**src/rtl/fetch_stage.sv**
```systemverilog
// Instruction fetch stage: issues in-order word requests under a credit limit and
// buffers the returned instructions in a small FIFO for decode.
module fetch_stage #(
  parameter int unsigned     XLEN       = 32,
  parameter logic [XLEN-1:0] RESET_PC   = '0,
  parameter int unsigned     FIFO_DEPTH = 2
) (
  input  logic            clk,
  input  logic            rst,
  input  logic            redirect_valid,
  input  logic [XLEN-1:0] redirect_pc,
  output logic            imem_req_valid,
  input  logic            imem_req_rdy,
  output logic [XLEN-1:0] imem_req_addr,
  input  logic            imem_rsp_valid,
  input  logic [31:0]     imem_rsp_data,
  output logic            d_valid,
  input  logic            d_rdy,
  output logic [31:0]     instr,
  output logic [XLEN-1:0] instr_pc
);

  localparam int unsigned CntW = $clog2(FIFO_DEPTH + 1);
  localparam int unsigned PtrW = (FIFO_DEPTH > 1) ? $clog2(FIFO_DEPTH) : 1;

  logic [XLEN-1:0] pc_q, pc_d, rsp_pc_q, rsp_pc_d;
  logic [CntW-1:0] outstanding_q, outstanding_d, discard_q, discard_d, count_q, count_d;
  logic [PtrW-1:0] head_q, head_d, tail_q, tail_d;
  logic [31:0]     data_mem [FIFO_DEPTH];
  logic [XLEN-1:0] pc_mem   [FIFO_DEPTH];

  logic [XLEN-1:0] redirect_pc_al;
  logic            credit, req_fire, push, pop;
  logic            unused_redirect_lsb;

  assign redirect_pc_al      = {redirect_pc[XLEN-1:2], 2'b00};
  assign unused_redirect_lsb = ^redirect_pc[1:0];

  function automatic logic [PtrW-1:0] ptr_inc(input logic [PtrW-1:0] p);
    return (p == PtrW'(FIFO_DEPTH - 1)) ? '0 : p + PtrW'(1);
  endfunction

  // In-flight plus buffered entries may never exceed the buffer size.
  assign credit = ({1'b0, outstanding_q} + {1'b0, count_q}) < (CntW + 1)'(FIFO_DEPTH);

  assign imem_req_valid = !rst && !redirect_valid && credit;
  assign imem_req_addr  = pc_q;
  assign req_fire       = imem_req_valid && imem_req_rdy;

  assign d_valid  = !rst && (count_q != '0);
  assign instr    = d_valid ? data_mem[head_q] : '0;
  assign instr_pc = d_valid ? pc_mem[head_q] : '0;

  assign push = imem_rsp_valid && (discard_q == '0) && !redirect_valid;
  assign pop  = d_valid && d_rdy && !redirect_valid;

  always_comb begin
    pc_d          = pc_q;
    rsp_pc_d      = rsp_pc_q;
    discard_d     = discard_q;
    count_d       = count_q;
    head_d        = head_q;
    tail_d        = tail_q;
    outstanding_d = outstanding_q + CntW'(req_fire) - CntW'(imem_rsp_valid);

    if (redirect_valid) begin
      pc_d     = redirect_pc_al;
      rsp_pc_d = redirect_pc_al;
      count_d  = '0;
      head_d   = '0;
      tail_d   = '0;
      // Every response still in flight belongs to the abandoned path.
      discard_d = outstanding_q - CntW'(imem_rsp_valid);
    end else begin
      if (req_fire) pc_d = pc_q + XLEN'(4);
      if (imem_rsp_valid && (discard_q != '0)) discard_d = discard_q - CntW'(1);
      if (push) begin
        rsp_pc_d = rsp_pc_q + XLEN'(4);
        tail_d   = ptr_inc(tail_q);
      end
      if (pop) head_d = ptr_inc(head_q);
      count_d = count_q + CntW'(push) - CntW'(pop);
    end
  end

  always_ff @(posedge clk) begin
    if (rst) begin
      pc_q          <= RESET_PC;
      rsp_pc_q      <= RESET_PC;
      outstanding_q <= '0;
      discard_q     <= '0;
      count_q       <= '0;
      head_q        <= '0;
      tail_q        <= '0;
    end else begin
      pc_q          <= pc_d;
      rsp_pc_q      <= rsp_pc_d;
      outstanding_q <= outstanding_d;
      discard_q     <= discard_d;
      count_q       <= count_d;
      head_q        <= head_d;
      tail_q        <= tail_d;
    end
  end

  always_ff @(posedge clk) begin
    if (push) begin
      data_mem[tail_q] <= imem_rsp_data;
      pc_mem[tail_q]   <= rsp_pc_q;
    end
  end

  always_ff @(posedge clk) begin
    if (!rst) begin
      assert (!(push && !pop && (count_q == CntW'(FIFO_DEPTH))))
        else $error("fetch_stage: instruction buffer overflow");
    end
  end

endmodule
```
**config.mk**
```make
export PLATFORM = sky130hd
export DESIGN_NAME = fetch_stage
export DESIGN_NICKNAME = d
export VERILOG_FILES = /design/src/rtl/fetch_stage.sv
export SDC_FILE = /design/constraint.sdc
export NUM_CORES = 1
export LEC_CHECK = 0
export CORE_UTILIZATION = 55
export CTS_CLUSTER_DIAMETER = 200
export DETAILED_ROUTE_END_ITERATION = 10
export DONT_BUFFER_PORTS = 1
export PLACE_DENSITY = 0.76
export SLEW_MARGIN = 5
export SYNTH_ARGS = -nofsm -noshare
export SYNTH_HDL_FRONTEND = slang
export SYNTH_SLANG_ARGS = --single-unit
```
**constraint.sdc**
```tcl
create_clock -name clk -period 5.1 [get_ports clk]
set_clock_uncertainty 0.15 [all_clocks]
set_input_delay 1.02 -clock clk [delete_from_list [all_inputs] [get_ports clk]]
set_output_delay 1.02 -clock clk [all_outputs]
set_load 0.05 [all_outputs]
```
Word-level counts from Yosys, hierarchy flattened
Memories as Yosys holds them, arrays and structs flattened. A register that Yosys moved wholly into a read port is not among the register bits.
Index checks and enable logic that the tools add are counted.

storage, ports and cells
  bits in registers = 72
  bits in latches = 0
  memory bits (writable) = 128
  memory bits (read-only) = 0
  output and inout bits = 98
  word-level logic and storage cells = 57
  memories = 2

memories
  memory    words  bits a word  rd ports  clocked after memory_dff  wr ports  line  source
  data_mem  2      32           1         1                         1         29    logic [31:0] data_mem [FIFO_DEPTH];
  pc_mem    2      32           1         1                         1         30    logic [XLEN-1:0] pc_mem [FIFO_DEPTH];

operators by class
  $add $sub $neg = 11
  multiply operators = 0
  div/mod/pow operators = 0
  magnitude comparators = 1
  equality and inequality tests = 0
  shifts and indexed selects = 0
  mux-type cells = 16
  bitwise gates (word level) = 0
  reductions and logical operators = 18

operators by type and width
  cell                                                number
  two-way mux 32 bit                                  6
  adder 32 x 3 -> 32 bit, second input constant       2
  nonzero test 2 bit                                  5
  logical AND 1 bit                                   9
  two-way mux 1 bit                                   8
  subtractor 2 x 1 -> 2 bit                           3
  adder 2 x 1 -> 2 bit                                2
  two-way mux 2 bit                                   2
  adder 2 x 2 -> 3 bit                                1
  < comparator 3 x 2 -> 1 bit, second input constant  1
  adder 1 bit, second input constant                  2
  zero test 1 bit                                     2
  zero test 2 bit                                     1
  OR reduction 2 bit                                  1
  subtractor 2 x 1 -> 2 bit, second input constant    1

Logic depth before layout (Yosys ltp)
  word-level depth = 6
  depth in mapped cells = 12

Worst setup path before layout
OpenSTA, ideal clock, no wires.

  path type = input port to flip-flop
  from = in redirect_valid
  to = mem data_mem[0][0] (enable)
  data arrival time = 4.323 ns
  data required time = 4.468 ns
  slack = 0.144 ns
  cell stages on the path = 5
  buffers on the path = 2
  cell sequence = inv_1 > clkbuf_1 > clkbuf_8 > nand3_1 > nor2_1

between the ends
  longest elaborated chain between the ends = 4

RTL lines
  what                                     line  source
  start: declaration                       10    input logic redirect_valid,
  zero test 1 bit                          54    assign push = imem_rsp_valid && (discard_q == '0) && !redirect_valid;
  logical AND 1 bit                        54
  two-way mux 1 bit                        107   if (push) begin
  two-way mux 1 bit (implied by the code)  108   data_mem[tail_q] <= imem_rsp_data;
  end: declaration                         29

Every way passes these cells.

==> results.sh <==
export IMPL_clk_latency_ns=0.43
export IMPL_hold_buffers=0
export IMPL_grt_pass1_wl_um=29000
export IMPL_hpwl_um=12800
export IMPL_clk_pin_slew_ns=0.06
export IMPL_cts_sinks=193
export IMPL_layout_setup_ws_ns=1.42
export IMPL_pre_cts_slack_ns=1.67
export IMPL_cp_top_family="flip-flops"
export IMPL_cp_cell_sequence="mux2i_1 > nor2_1"
export IMPL_drc=0
export IMPL_synth_compound_area_share_pct=11.2
export IMPL_cp_end_kind="output pin"
export IMPL_timing_fmax_ghz=0.272
export IMPL_worstPathRequired_ns=3.93
export IMPL_drtIter0Drc=608
export IMPL_post_cts_buffers=0
export IMPL_ys_seq_area_share_pct=57.9
export IMPL_antenna_left=0
export IMPL_antenna_found_initial=0
export IMPL_core_area_mm2=0.0154
export IMPL_viasPerCell=6.31
export IMPL_slew_violations=0
export IMPL_numCtsBuffers=17
export IMPL_cpPeakStageDelay_ns=1.02
export IMPL_synth_top_area_cell="edfxtp_1"
export IMPL_ys_warn_count=0
export IMPL_final_layout_size_suffix_gt1_share_pct=6.68
export IMPL_critical_path_slowest_cell="dfxtp_4"
export IMPL_ios=168
export IMPL_cts_resized_gates=0
export IMPL_vias=6056
export IMPL_leakagePower_nw=2.98
export IMPL_min_path_cells=2
export IMPL_post_route_period_util_pct=72.2
export IMPL_finalInstanceArea_mm2=0.00949
export IMPL_synthMuxAreaShare_pct=7.15
export IMPL_routed_wl_um=18800
export IMPL_power_total_w=0.00343
export IMPL_diodes=0
export IMPL_grt_pass1_vias=5512
export IMPL_cts_tree="yes"
export IMPL_track_usage_pct=22.9
export IMPL_crit_buf_inv=0
export IMPL_synth_top_area_share_pct=42.2
export IMPL_num_rows=45
export IMPL_synth_cell_types=64
export IMPL_nets=815
export IMPL_synth_xor_area_share_pct=2.78
export IMPL_status="finished clean"
export IMPL_synthAdderAreaFrac_pct=1.36
export IMPL_dieArea_mm2=0.0165
export IMPL_routabilityCongestion=0.908
export IMPL_hp_start="head_q"
export IMPL_worstMarginPinSlew_ns=1.07
export IMPL_cp_arrival_ns=2.51
export IMPL_synth_simple_area_share_pct=16.1
export IMPL_htreeDepth=4
export IMPL_synthArstFlopShare_pct=0
export IMPL_place_area_mm2=0.00891
export IMPL_start_util_pct=57.2
export IMPL_fin_tns_setup_ns=0
export IMPL_rrSetupSlack_ns=1.71
export IMPL_root_buffer="clkbuf_16"
export IMPL_yosys_top_cells_area="edfxtp_1 42%, dfxtp_1 16%, mux2i_1 7.2%"
export IMPL_cp_max_fo=62
export IMPL_die_x_um=129
export IMPL_powerDensity_mw_per_mm2=362
export IMPL_die_h_um=129
export IMPL_hold_class="register to register"
export IMPL_netlist_instances=758
export IMPL_portBuffers=0
export IMPL_fin_crit_ns=3.68
export IMPL_rsz0062_at_grt="no"
export IMPL_timing_rr_end="outstanding_q[1]"
export IMPL_finalSetupViolCount=0
export IMPL_timing_rr_start="count_q[0]"
export IMPL_synth_top_family_by_area="simple AND/OR/NAND/NOR gates"
export IMPL_hold_path_endpoint="head_q"
export IMPL_cp_start_kind="register"
export IMPL_cts_max_path_buffers=2
export IMPL_areaGrowthSynthToFinish_pct=7.68
export IMPL_finalHoldViolations=0
export IMPL_syn_area_per_cell_um2=11.6
export IMPL_worstRegToRegCells=10
export IMPL_ir_worst_vdd_mv=0.211
export IMPL_syn_area_mm2=0.00882
export IMPL_drv_cap=0
export IMPL_firstDrtPassIters=6
export IMPL_maxSlewHeadroom_pct=28.2
export IMPL_synth_seq_cells=193
export IMPL_wire_per_inst_um=19.6
export IMPL_grt_max_degree=68
export IMPL_synth_edf_count=124
export IMPL_criticalPathCategory="register to output pin"
export IMPL_grt_overflow=0
export IMPL_synth_ff_type="edfxtp_1"
==> cell usage in the layout, fill, tap and decap left out, types with 5 or more instances in the layout <==
master     count
o31ai_1        5
o21a_1        22
nand2_1       36
a21boi_0      20
ha_1           8
edfxtp_1     124
nor3_1        17
or3_1          9
inv_1         12
xnor2_1       13
clkbuf_16     17
clkinv_4       5
and4_1         9
and3_1        15
nand3_1       19
dfxtp_1       68
buf_4          5
mux2i_1       63
and2_1         7
xor2_1        15
nor2_1        84
nand4_1       28
or4_1         14
a21oi_1        8
o31a_1        19
nor4_1        12
o221ai_1       6
o21ai_0       12
a31oi_1       10
a311oi_1       6
==> cells by family after synthesis <==
group | Yosys count
compound gates | 132
xor+xnor | 28
fa+ha+maj | 9
buf+inv | 62
flops | 193
mux | 63
other cells | 1
simple gates | 270
==> registers in the layout (all words and copies together) (netlist names), named ones only <==
signal	flops
discard_q	2
data_mem	64
imem_req_addr	30
rsp_pc_q	30
pc_mem	60
tail_q	1
count_q	2
outstanding_q	2
head_q	1
==> per-layer routing <==
| metal | share of wire [%] | vias up | global-route usage (%) |
|---|---|---|---|
| met5 | 0 | - | 0 |
| met3 | 10 | 24 | 6.74 |
| met2 | 45 | 317 | 35.2 |
| li1 | - | 2837 | - |
| met1 | 43 | 2878 | 30.6 |
| met4 | 1.5 | 0 | 8.72 |
==> worst max-delay path by stage <==
stage                                end  depth (start not counted)
after floorplan           data_mem[0][0]                          5
after global placement    imem_req_valid                          2
after detailed placement    instr_pc[14]                          4
after CTS                   instr_pc[25]                          2
after global routing        instr_pc[15]                          2
final                       instr_pc[13]                          2
==> area by class of cell <==
class	instances	area, um^2
fillers	1215	5930
flip-flops and latches	193	5110
multi-input cells	506	3450
clock buffers	18	429
well taps	211	264
clock inverters	14	155
inverters	13	48.8
repair buffers	5	37.5
==> where the power goes <==
part           internal, W  total (W)  switching [W]
combinational    0.0000876   0.000253       0.000165
sequential         0.00174    0.00188       0.000135
clock             0.000730    0.00130       0.000572
total              0.00256    0.00343       0.000872
==> synthesized netlist by cell type, types with 3 or more instances <==
cell type and number:
nand4_1 28, ha_1 8, o211ai_1 3, nand3_1 19, a31oi_1 10, a22oi_1 3, dfxtp_1 69, nor3_1 18
inv_1 12, or4_1 14, a211oi_1 3, or3_1 9, o311a_1 3, and3_1 15, o311ai_0 4, nor2_1 86
o31ai_1 5, buf_1 5, clkbuf_1 28, o21a_1 22, a311oi_1 6, o21ai_0 12, buf_4 5, nor4_1 12
clkbuf_8 3, a21oi_1 8, mux2i_1 63, a21boi_0 20, xor2_1 15, xnor2_1 13, o221ai_1 6, edfxtp_1 124
nand2_1 36, and2_1 7, buf_2 4, and4_1 9, o31a_1 19
==> worst min-delay path, stage by stage (launching register included) <==
cell     delay [ns]
dfxtp_1        0.33
xor2_1         0.08
nor2_1         0.07
==> per-stage QoR <==
step | cells | hold WS (ns) | util [%]
2_1_floorplan | 761 | 0.304 | -
3_3_place_gp | 928 | 0.340 | 57.8
3_5_place_dp | 928 | 0.352 | 57.8
4_1_cts | 960 | 0.369 | 61.5
5_1_grt | 960 | 0.392 | 61.5
6_report | 960 | 0.367 | 61.5
No activity file was read; power rests on OpenSTA's default activity.
